$ cat src/rtl/cryptoveril_pkg.sv
// Shared definitions for the cryptoveril decryptor.
// Contents:
//   DATA_W, KEY_W  fixed word and key widths (only 16 and 5 are supported)
//   dec_state_t    decryptor FSM states
//   expand_key     5-bit key -> 16-bit whitening word K16
//   rot_amt        5-bit key -> rotation amount r (0..15)
//   encrypt_ref    forward cipher, used to generate ciphertext for the decryptor
package cryptoveril_pkg;

    localparam int unsigned DATA_W = 16;
    localparam int unsigned KEY_W  = 5;

    typedef enum logic [1:0] {
        IDLE = 2'd0,
        SUB  = 2'd1,
        ROT  = 2'd2,
        XOR  = 2'd3
    } dec_state_t;

    function automatic logic [DATA_W-1:0] expand_key(input logic [KEY_W-1:0] key);
        return {key[0], key, key, key};
    endfunction

    function automatic logic [3:0] rot_amt(input logic [KEY_W-1:0] key);
        return key[3:0];
    endfunction

    // c = (rotl(p ^ K16, r) + K16) mod 2^16
    function automatic logic [DATA_W-1:0] encrypt_ref(input logic [DATA_W-1:0] p,
                                                      input logic [KEY_W-1:0]  key);
        logic [DATA_W-1:0]   k16;
        logic [DATA_W-1:0]   x;
        logic [2*DATA_W-1:0] dbl;
        k16 = expand_key(key);
        x   = p ^ k16;
        // Upper half of the doubled word shifted left is the left rotation.
        dbl = {x, x} << rot_amt(key);
        return dbl[2*DATA_W-1:DATA_W] + k16;
    endfunction

endpackage

$ cat src/rtl/cryptoveril_decrypt_if.sv
// Handshake/data bundle between a cryptoveril word source and the decryptor.
//   key_bits, cipher_data  word and key to buffer on ld
//   ld, start              load buffers / begin decryption
//   busy, done             operation in progress / one-cycle completion pulse
//   plain_data             recovered plaintext, held until the next completion
// master: the side driving ld/start; slave: the decryptor.
interface cryptoveril_decrypt_if;
    import cryptoveril_pkg::*;

    logic [KEY_W-1:0]  key_bits;
    logic [DATA_W-1:0] cipher_data;
    logic              ld;
    logic              start;
    logic              busy;
    logic              done;
    logic [DATA_W-1:0] plain_data;

    modport master (
        output key_bits, cipher_data, ld, start,
        input  busy, done, plain_data
    );

    modport slave (
        input  key_bits, cipher_data, ld, start,
        output busy, done, plain_data
    );

endinterface

$ cat src/rtl/cryptoveril_rotr_serial.sv
// Serial right-rotator: a work register plus a rotation down-counter.
//   clk, rst   clock and synchronous active-high reset
//   load       capture load_val into work and load_cnt into the counter
//   load_val   initial work value
//   load_cnt   number of single-bit right rotations still to perform
//   step       rotate work right by one bit and decrement the counter
//   work       current work value
//   last       counter is 1: the current step is the final rotation
module cryptoveril_rotr_serial
    import cryptoveril_pkg::*;
(
    input  logic              clk,
    input  logic              rst,
    input  logic              load,
    input  logic [DATA_W-1:0] load_val,
    input  logic [3:0]        load_cnt,
    input  logic              step,
    output logic [DATA_W-1:0] work,
    output logic              last
);

    logic [DATA_W-1:0] work_q;
    logic [3:0]        cnt_q;

    always_ff @(posedge clk) begin
        if (rst) begin
            work_q <= '0;
            cnt_q  <= '0;
        end else if (load) begin
            work_q <= load_val;
            cnt_q  <= load_cnt;
        end else if (step) begin
            work_q <= {work_q[0], work_q[DATA_W-1:1]};
            cnt_q  <= cnt_q - 4'd1;
        end
    end

    assign work = work_q;
    assign last = (cnt_q == 4'd1);

endmodule

$ cat src/rtl/cryptoveril_decrypt.sv
// Cryptoveril decryptor: p = rotr((c - K16) mod 2^16, r) ^ K16.
// The rotation runs one bit per cycle, so an operation takes r+2 cycles from
// the start edge to the done pulse.
//   clk, rst  clock and synchronous active-high reset
//   bus       slave side of cryptoveril_decrypt_if (ld/start in, busy/done/plain_data out)
module cryptoveril_decrypt
    import cryptoveril_pkg::*;
(
    input  logic                 clk,
    input  logic                 rst,
    cryptoveril_decrypt_if.slave bus
);

    dec_state_t        state_q, state_d;
    logic [DATA_W-1:0] cbuf_q;
    logic [KEY_W-1:0]  kbuf_q;
    logic              loaded_q;
    logic [DATA_W-1:0] plain_q;
    logic              done_q;

    logic [DATA_W-1:0] k16;
    logic [3:0]        r;
    logic              accept;
    logic              rot_load;
    logic              rot_step;
    logic [DATA_W-1:0] work;
    logic              rot_last;

    assign k16 = expand_key(kbuf_q);
    assign r   = rot_amt(kbuf_q);

    // With ld and start together the buffers fill on this edge and SUB reads them next cycle.
    assign accept = bus.start && (loaded_q || bus.ld);

    always_comb begin
        state_d  = state_q;
        rot_load = 1'b0;
        rot_step = 1'b0;
        unique case (state_q)
            IDLE: if (accept) state_d = SUB;
            SUB: begin
                rot_load = 1'b1;
                state_d  = (r != 4'd0) ? ROT : XOR;
            end
            ROT: begin
                rot_step = 1'b1;
                if (rot_last) state_d = XOR;
            end
            XOR:     state_d = IDLE;
            default: state_d = IDLE;
        endcase
    end

    cryptoveril_rotr_serial u_rotr (
        .clk      (clk),
        .rst      (rst),
        .load     (rot_load),
        .load_val (cbuf_q - k16),
        .load_cnt (r),
        .step     (rot_step),
        .work     (work),
        .last     (rot_last)
    );

    always_ff @(posedge clk) begin
        if (rst) begin
            state_q  <= IDLE;
            cbuf_q   <= '0;
            kbuf_q   <= '0;
            loaded_q <= 1'b0;
            plain_q  <= '0;
            done_q   <= 1'b0;
        end else begin
            state_q <= state_d;
            done_q  <= (state_q == XOR);
            // Buffers only change in IDLE, so an operation in flight is isolated.
            if (state_q == IDLE && bus.ld) begin
                cbuf_q   <= bus.cipher_data;
                kbuf_q   <= bus.key_bits;
                loaded_q <= 1'b1;
            end
            if (state_q == XOR) begin
                plain_q  <= work ^ k16;
                loaded_q <= 1'b0;
            end
        end
    end

    assign bus.busy       = (state_q != IDLE);
    assign bus.done       = done_q;
    assign bus.plain_data = plain_q;

endmodule
$ cat src/flat_wrapper.sv
// flat-port wrapper written by rule: the top's interface ports become plain ports
module cryptoveril_decrypt_flat import cryptoveril_pkg::*;
  (clk, rst, bus_key_bits, bus_cipher_data, bus_ld, bus_start, bus_busy, bus_done, bus_plain_data);
  cryptoveril_decrypt_if bus_i ();
  input  logic clk;
  input  logic rst;
  input wire logic [$bits(bus_i.key_bits)-1:0] bus_key_bits;
  input wire logic [$bits(bus_i.cipher_data)-1:0] bus_cipher_data;
  input wire logic [$bits(bus_i.ld)-1:0] bus_ld;
  input wire logic [$bits(bus_i.start)-1:0] bus_start;
  output wire logic [$bits(bus_i.busy)-1:0] bus_busy;
  output wire logic [$bits(bus_i.done)-1:0] bus_done;
  output wire logic [$bits(bus_i.plain_data)-1:0] bus_plain_data;
  assign bus_i.key_bits = bus_key_bits;
  assign bus_i.cipher_data = bus_cipher_data;
  assign bus_i.ld = bus_ld;
  assign bus_i.start = bus_start;
  assign bus_busy = bus_i.busy;
  assign bus_done = bus_i.done;
  assign bus_plain_data = bus_i.plain_data;
  cryptoveril_decrypt u_core (.clk(clk), .rst(rst), .bus(bus_i));
endmodule
$ cat config.mk
export PLATFORM = sky130hd
export DESIGN_NAME = cryptoveril_decrypt_flat
export DESIGN_NICKNAME = d
export VERILOG_FILES = /design/src/rtl/cryptoveril_pkg.sv /design/src/rtl/cryptoveril_decrypt_if.sv /design/src/rtl/cryptoveril_rotr_serial.sv /design/src/rtl/cryptoveril_decrypt.sv /design/src/flat_wrapper.sv
export SDC_FILE = /design/constraint.sdc
export NUM_CORES = 1
export LEC_CHECK = 0
export CORE_ASPECT_RATIO = 0.8
export CORE_UTILIZATION = 45
export DETAILED_ROUTE_END_ITERATION = 16
export PLACE_DENSITY_LB_ADDON = 0.25
export SETUP_SLACK_MARGIN = 0.02
export SLEW_MARGIN = 20
export SYNTH_ARGS = -nofsm -noshare
export SYNTH_HDL_FRONTEND = slang
export SYNTH_SLANG_ARGS = --single-unit
$ cat constraint.sdc
create_clock -name clk -period 2.6 [get_ports clk]
set_clock_uncertainty 0.15 [all_clocks]
set_input_delay 0.65 -clock clk [delete_from_list [all_inputs] [get_ports clk]]
set_output_delay 0.65 -clock clk [all_outputs]
set_load 0.02 [all_outputs]
Word level (Yosys, flattened, before mapping)
Cells that the tools add are included.

storage, ports and cells
  bits in registers = 61
  bits of input ports = 25
  output and inout bits = 18
  logic and storage cells = 36

cells by class
  $add $sub $neg = 2
  equal/unequal tests = 6
  muxes and demuxes = 10
  bitwise gates (word level) = 1
  reductions and logical operators = 9

operators with widths
  operator             count
  $mux 16              2
  $sub 16x16->16       1
  $xor 16x16->16       1
  $mux 4               2
  $pmux 2 s4           1
  $eq 2x2->1 const B   2
  $eq 4x1->1 const B   1
  $mux 2               2
  $ne 2x1->1 const B   2
  $reduce_bool 2->1    2
  $reduce_bool 4->1    1
  $sub 4x1->4 const B  1
  $mux 1               3
  $eq 2x1->1 const B   1
  $logic_and 1x1->1    2
  $logic_not 2->1      1
  $reduce_and 2->1     1
  $reduce_or 2->1      1
  $logic_or 1x1->1     1

Longest topological paths before layout
Gate-level depths: netlist of run 1.

  depth in word-level cells = 4
  gate-level depth with buffers = 10
  mapped depth without buffers = 9

Cells and area by module
From an unflattened synthesis of run 1, not the netlist that was laid out.

unflattened totals
  cell total of the unflattened synthesis = 413
  area total of the unflattened synthesis = 3502.1 µm²

by module, submodules not included
  module                   instances  cells each  area an instance (µm²)  seq. area each (µm²)
  cryptoveril_decrypt      1          316         2497.4                  820.8
  cryptoveril_rotr_serial  1          97          1004.7                  400.4

Worst setup path after synthesis of run 1
No wires, ideal clock.

  kind = reg-to-reg
  start = reg u_core.kbuf_q[2]
  end = reg u_core.u_rotr.work_q[10] (netlist: u_core.u_rotr.work[10])
  library setup time = 0.139 ns
  data arrival time = 2.048 ns
  required time = 2.311 ns
  setup slack = 0.263 ns
  cell stages (with the launch flop) = 10
  buffers on the path = 1
  period minus slack after synthesis = 2.337 ns
  cells stage by stage = dfxtp_1 clkbuf_1 inv_1 ha_1 and2b_2 o2111ai_2 a21oi_2 or3_1 a31oi_1 a211oi_1

between the ends
  cells in the longest elaborated chain, start to end = 2

ends and longest elaborated chain
  what                    RTL line                       RTL
  start, declared         cryptoveril_decrypt.sv:16      logic [KEY_W-1:0] kbuf_q;
  start signal, assigned  cryptoveril_decrypt.sv:79      kbuf_q <= bus.key_bits;
  $sub 16x16->16          cryptoveril_decrypt.sv:58      .load_val (cbuf_q - k16),
  $mux 16                 cryptoveril_rotr_serial.sv:29  end else if (load) begin
  end signal, assigned    cryptoveril_rotr_serial.sv:30  work_q <= load_val;
  end signal, assigned    cryptoveril_rotr_serial.sv:33  work_q <= {work_q[0], work_q[DATA_W-1:1]};
  end, declared           cryptoveril_rotr_serial.sv:22  logic [DATA_W-1:0] work_q;

No other way between the ends.
A chain may end at the register's enable or synchronous reset.

Worst setup path after layout of run 1
  start = reg u_core.kbuf_q[0]
  end = reg u_core.u_rotr.work_q[14] (netlist: u_core.u_rotr.work[14])

The elaborated chain is that of the path after synthesis.

==> flow_metrics.py, run 1 <==
metrics = {
    "run_status": {
        "outcome": "finished clean",
    },
    "synthesis": {
        "synth_top_area_share_pct": 36.0,
        "ys_ff_latch": 61,
        "synthAdderAreaFrac_pct": 8.71,
        "synth_top_family_by_area": "compound AO/OA/AOI/OAI gates",
        "synth_cells": 418,
        "ys.flop_type": "dfxtp_1",
        "ys_seq_area_share_pct": 36.0,
        "async_reset_ff_share_pct": 0,
        "syn_nets": 466,
        "synth_compound_area_share_pct": 22.3,
        "avgSynthCellArea_sq_um": 8.11,
        "synth_mux_area_share_pct": 3.25,
        "synth-edff-count": 0,
        "yosysWarnings": 0,
        "syn_area_sq_um": 3390,
        "yosysTopAreaCell": "dfxtp_1",
        "ys_types": 46,
        "synth.area.top_cells": "dfxtp_1 (36%), ha_1 (8.1%), nand2_1 (6.6%)",
        "synth-simple-area-share_pct": 17.1,
        "synthXorXnorAreaFrac_pct": 6.97,
    },
    "finish": {
        "n_antenna_cell": 0,
        "layout.nets": 504,
        "multiInputGateArea_sq_um": 1980,
        "regArea_sq_um": 1220,
        "drive_above_1_share_pct": 9.54,
        "fill_cells": 664,
        "final_common_cell": "dfxtp_1",
        "post-route-util_pct": 58.1,
        "fin_area_sq_um": 4120,
        "syn_to_final_growth_pct": 21.5,
        "layout_common_cells": "dfxtp_1 (61), nand2_1 (60), nor2_1 (45)",
    },
    "sta": {
        "slew_headroom_pct": 63.9,
        "rsz0062_at_grt": "false",
        "final.min_clock_period_ps": 2400,
        "drv_slew": 0,
        "max_freq_ghz": 0.417,
        "setup_violations": 0,
        "tightest_slew_ps": 541,
        "fin_tns_setup_ps": 0,
        "period_share_pct": 92.2,
        "setup_ws_ps": 203,
        "hold_viol": 0,
    },
    "routing": {
        "wirelength_mm": 8.00,
        "routedWlPerCell_um": 14.6,
        "final_antenna_net_count": 0,
        "via_count": 2940,
        "drt-initial-drc-count": 178,
        "drt_pass1_iterations": 4,
        "vias_per_cell": 5.36,
        "drcViolationCount": 0,
    },
    "global_routing": {
        "grt_max_degree": 34,
        "grt_antenna_before_repair": 0,
        "grt_pass1_wl_mm": 13.5,
        "globalRouteOverflowTotal": 0,
        "grtUsageTotal_pct": 21.9,
        "grt_pass1_vias": 2810,
    },
    "place": {
        "gp_congestion": 0.923,
        "dp_hpwl_mm": 6.08,
        "place_area_sq_um": 3920,
        "io_buffers": 42,
        "post-place-ws_ps": 221,
    },
    "run": {
        "max_cap_viol_count": 0,
    },
    "setup_path": {
        "slowest_delay_ps": 380,
        "worstPathRequired_ps": 2710,
        "cp.arrival_ps": 2510,
        "crit_type": "flop to flop",
        "critPathCaptureType": "flop",
        "critPathBufInv": 0,
        "start_kind": "flop",
        "crit_slowest_cell": "fa_1",
        "crit_path_max_fanout": 5,
        "cpLargestDelayFamily": "compound AO/OA/AOI/OAI gates",
        "crit_chain": "ha_1 > fa_1 > and2b_2 > o2111ai_2 > a211oi_2 > nor3_2 > xor2_1 > a211oi_1",
    },
    "die": {
        "fp.dieW_um": 99.1,
        "placement_rows": 27,
        "die_y_um": 79.7,
        "coreArea_sq_um": 7090,
        "die-area_sq_um": 7890,
        "pin_count": 43,
        "initial_core_util_pct": 47.8,
    },
    "clock_tree": {
        "cts_buffer_depth": 2,
        "cts_sinks": 61,
        "clock-root-buffer": "clkbuf_8",
        "cts_setup_buffers": 0,
        "cts_tree": "yes",
        "path_clk_slew_ps": 70,
        "cts_inserted_buffers": 9,
        "hold_buffers": 0,
        "htree_levels": 3,
        "ctsResizeCount": 0,
        "clk_latency_ps": 350,
    },
    "pwr": {
        "leakagePower_nw": 1.57,
        "powerDensity_nw_per_um2": 1180,
        "ir_drop_v": 0.000486,
    },
    "worst_hold_path": {
        "min_path_type": "flop to flop",
    },
}
==> metal layers <==
metal / wire length (um) / vias to the layer above / global-route usage (%)
li1: - / 1525 / -
met1: 4100 / 1325 / 30.3
met2: 3430 / 81 / 34.6
met3: 397 / 9 / 3.94
met4: 74 / 0 / 7.21
met5: 0 / - / 0
==> synthesized netlist by cell type (2+ instances only) <==
cell type  count
a211oi_1      25
a211oi_2       2
a21o_1         5
a21oi_1       35
a21oi_2        3
a22oi_1        3
a31oi_1        6
and2_1         2
buf_1          2
buf_2          5
clkbuf_1      23
dfxtp_1       61
ha_1          22
inv_1         17
mux2i_1       11
nand2_1       60
nand2b_1       3
nand4_1        4
nor2_1        45
nor2b_1        6
nor3_1         5
nor3_2         2
o2111ai_1      2
o21a_1         3
o21ai_0       17
o22ai_1        3
or3_1          2
xnor2_1       19
xor2_1         8
==> logic make-up (layout without fill, tap and decap cells) <==
logic type | after synthesis | count (layout)
mux | 11 | 11
flops | 61 | 61
buf+inv | 48 | 91
xor+xnor | 27 | 27
fa+ha+maj | 23 | 23
simple gates | 134 | 134
compound gates | 114 | 114
==> final timing paths <==
check	from	endpoint	slack (ps)	depth (start not counted)
worst max-delay path	u_core.kbuf_q[0]	u_core.u_rotr.work[14]	200	8
worst min-delay path	u_core.cbuf_q[10]	u_core.cbuf_q[10]	320	2
worst max register to register	u_core.kbuf_q[0]	u_core.u_rotr.work[14]	200	8
worst min register to register	u_core.cbuf_q[10]	u_core.cbuf_q[10]	320	2
==> state kept, by name, summed over array words and instances, names as in the netlist <==
register	count
u_core.cbuf_q	16
u_core.bus.plain_data	16
u_core.kbuf_q	5
u_core.bus.done	1
u_core.u_rotr.work	16
u_core.u_rotr.cnt_q	4
u_core.loaded_q	1
u_core.state_q	2
==> worst register-to-register path, cell delays in order (launching register included) <==
cell       delay, ps
dfxtp_1          350
ha_1             240
fa_1             380
and2b_2          260
o2111ai_2        190
a211oi_2         280
nor3_2            70
xor2_1           150
a211oi_1         250
==> metrics by stage <==
step	cells	hold WS, ps	total power [mW]
after CTS	548	318	4.88
after floorplan	418	286	3.32
after global routing	548	352	5.25
final	548	316	4.86
after detailed placement	532	300	4.01
after global placement	532	299	3.98
==> area by class of cell <==
type                    count  area share, %
repair buffers             58           13.4
flip-flops and latches     61           29.6
well taps                  87           2.64
inverters                  17           1.55
clock inverters             6           1.52
clock buffers              10           3.34
multi-input cells         309           48.0
==> power by group <==
group          internal [mW]  switching [mW]
logic                   1.14            1.51
registers               1.17           0.183
clock network          0.464           0.389
total                   2.78            2.08
Power figures use the tool's default switching activity.
==> run 2, diff against run 1 <==
--- a/config.mk
+++ b/config.mk
@@ -14,3 +14,4 @@
 export SYNTH_ARGS = -nofsm -noshare
 export SYNTH_HDL_FRONTEND = slang
 export SYNTH_SLANG_ARGS = --single-unit
+export TNS_END_PERCENT = 30
==> results of run 2 <==
The final DEF is identical to that of run 1; final timing and power are the same.
==> run 3, diff against run 2 <==
--- a/config.mk
+++ b/config.mk
@@ -7,6 +7,7 @@
 export LEC_CHECK = 0
 export CORE_ASPECT_RATIO = 0.8
 export CORE_UTILIZATION = 45
+export CTS_BUF_LIST = sky130_fd_sc_hd__clkbuf_16
 export DETAILED_ROUTE_END_ITERATION = 16
 export PLACE_DENSITY_LB_ADDON = 0.25
 export SETUP_SLACK_MARGIN = 0.02
==> flow_metrics.py, run 3 (same netlist as run 1, synthesis figures left out) <==
metrics = {
    "sta": {
        "tightest_slew_ps": 544,
        "final.min_clock_period_ps": 2410,
        "slew_headroom_pct": 63.7,
        "setup_violations": 0,
        "drv_slew": 0,
        "hold_viol": 0,
        "period_share_pct": 92.6,
        "max_freq_ghz": 0.416,
        "fin_tns_setup_ps": 0,
        "rsz0062_at_grt": "false",
    },
    "routing": {
        "drt-initial-drc-count": 137,
        "routedWlPerCell_um": 14.8,
        "drcViolationCount": 0,
        "vias_per_cell": 5.41,
        "final_antenna_net_count": 0,
        "via_count": 2967,
        "highest_layer": "met4",
        "met3_length_um": 427,
        "wl_met2_mm": 3.50,
        "drt_pass1_iterations": 4,
        "wirelength_mm": 8.09,
        "met1Wirelength_mm": 4.07,
    },
    "setup_path": {
        "crit_path_max_fanout": 5,
        "crit_type": "flop to flop",
        "start_kind": "flop",
        "critPathCaptureType": "flop",
        "worstPathRequired_ps": 2690,
        "cp.arrival_ps": 2490,
    },
    "die": {
        "fp.dieW_um": 99.1,
        "pin_count": 43,
        "die-area_sq_um": 7890,
        "coreArea_sq_um": 7090,
        "placement_rows": 27,
        "initial_core_util_pct": 47.8,
        "die_y_um": 79.7,
    },
    "finish": {
        "final_common_cell": "dfxtp_1",
        "layout.nets": 504,
        "fin_area_sq_um": 4210,
        "final_cells": 548,
        "drive_above_1_share_pct": 9.33,
        "syn_to_final_growth_pct": 24.2,
        "post-route-util_pct": 59.4,
        "layout_common_cells": "dfxtp_1 (61), nand2_1 (60), nor2_1 (45)",
        "n_antenna_cell": 0,
    },
    "clock_tree": {
        "htree_levels": 3,
        "cts_inserted_buffers": 9,
        "cts_tree": "yes",
        "clock-root-buffer": "clkbuf_16",
        "cts_buffer_depth": 2,
        "cts_sinks": 61,
        "hold_buffers": 0,
        "path_clk_slew_ps": 50,
        "clk_latency_ps": 330,
    },
    "place": {
        "dp_hpwl_mm": 6.08,
        "dp.cells": 532,
        "io_buffers": 42,
        "place_area_sq_um": 3920,
        "gp_congestion": 0.923,
    },
    "global_routing": {
        "grt_pass1_wl_mm": 13.6,
        "grtUsageTotal_pct": 22.3,
        "grt_antenna_before_repair": 0,
        "globalRouteOverflowTotal": 0,
        "grt_max_degree": 34,
        "grt_pass1_vias": 2816,
    },
    "run": {
        "max_cap_viol_count": 0,
    },
    "worst_hold_path": {
        "min_path_type": "flop to flop",
    },
    "pwr": {
        "total_power_mw": 5.17,
        "powerDensity_nw_per_um2": 1230,
        "ir_drop_v": 0.000486,
        "leakagePower_nw": 1.62,
    },
    "run_status": {
        "outcome": "finished clean",
    },
}
-- run 3: what timing repair did --
| item | in CTS | in global routing |
|---|---|---|
| gates resized for setup | 0 | 1 |
| buffers inserted | 0 | 0 |
| endpoints found under the setup margin | 0 | 1 |
| hold endpoints to repair | 0 | 0 |
-- run 3: per-stage QoR --
step / hold WS, ps / setup slack (ps)
global route: 344 / 54.6
global placement: 299 / 280
finish: 313 / 194
floorplan: 286 / 263
CTS: 315 / 78.6
detailed placement: 300 / 221
-- run 3: worst paths after layout --
check                          from                endpoint  slack (ps)  cells after the start
setup / recovery   u_core.kbuf_q[0]  u_core.u_rotr.work[14]         190                      8
hold / removal    u_core.cbuf_q[10]       u_core.cbuf_q[10]         310                      2
setup reg to reg   u_core.kbuf_q[0]  u_core.u_rotr.work[14]         190                      8
hold reg to reg   u_core.cbuf_q[10]       u_core.cbuf_q[10]         310                      2
-- run 3: final cells by class --
cell class,instances,area (sq um)
clock buffers,9,225
clock inverters,7,66.3
fillers,656,2880
inverters,17,63.8
multi-input cells,309,1980
flip-flops and latches,61,1220
well taps,87,109
repair buffers,58,551
-- run 3: power breakdown --
part	internal (mW)	leakage [nW]	switching (mW)	total (mW)
Sequential	1.17	0.499	0.184	1.36
Combinational	1.14	0.982	1.51	2.66
Clock	0.733	0.135	0.424	1.16
-- run 3: critical path: stages, from the launching register on --
cell and delay, ps:
dfxtp_1 360, ha_1 240, fa_1 380, and2b_2 260
o2111ai_2 180, a211oi_2 280, nor3_2 70, xor2_1 150
a211oi_1 250
-- run 3: per-layer routing --
| layer | global-route usage [%] | vias to the layer above |
|---|---|---|
| li1 | - | 1523 |
| met1 | 30.4 | 1353 |
| met2 | 35.5 | 80 |
| met3 | 4.73 | 11 |
| met4 | 6.76 | 0 |
| met5 | 0 | - |
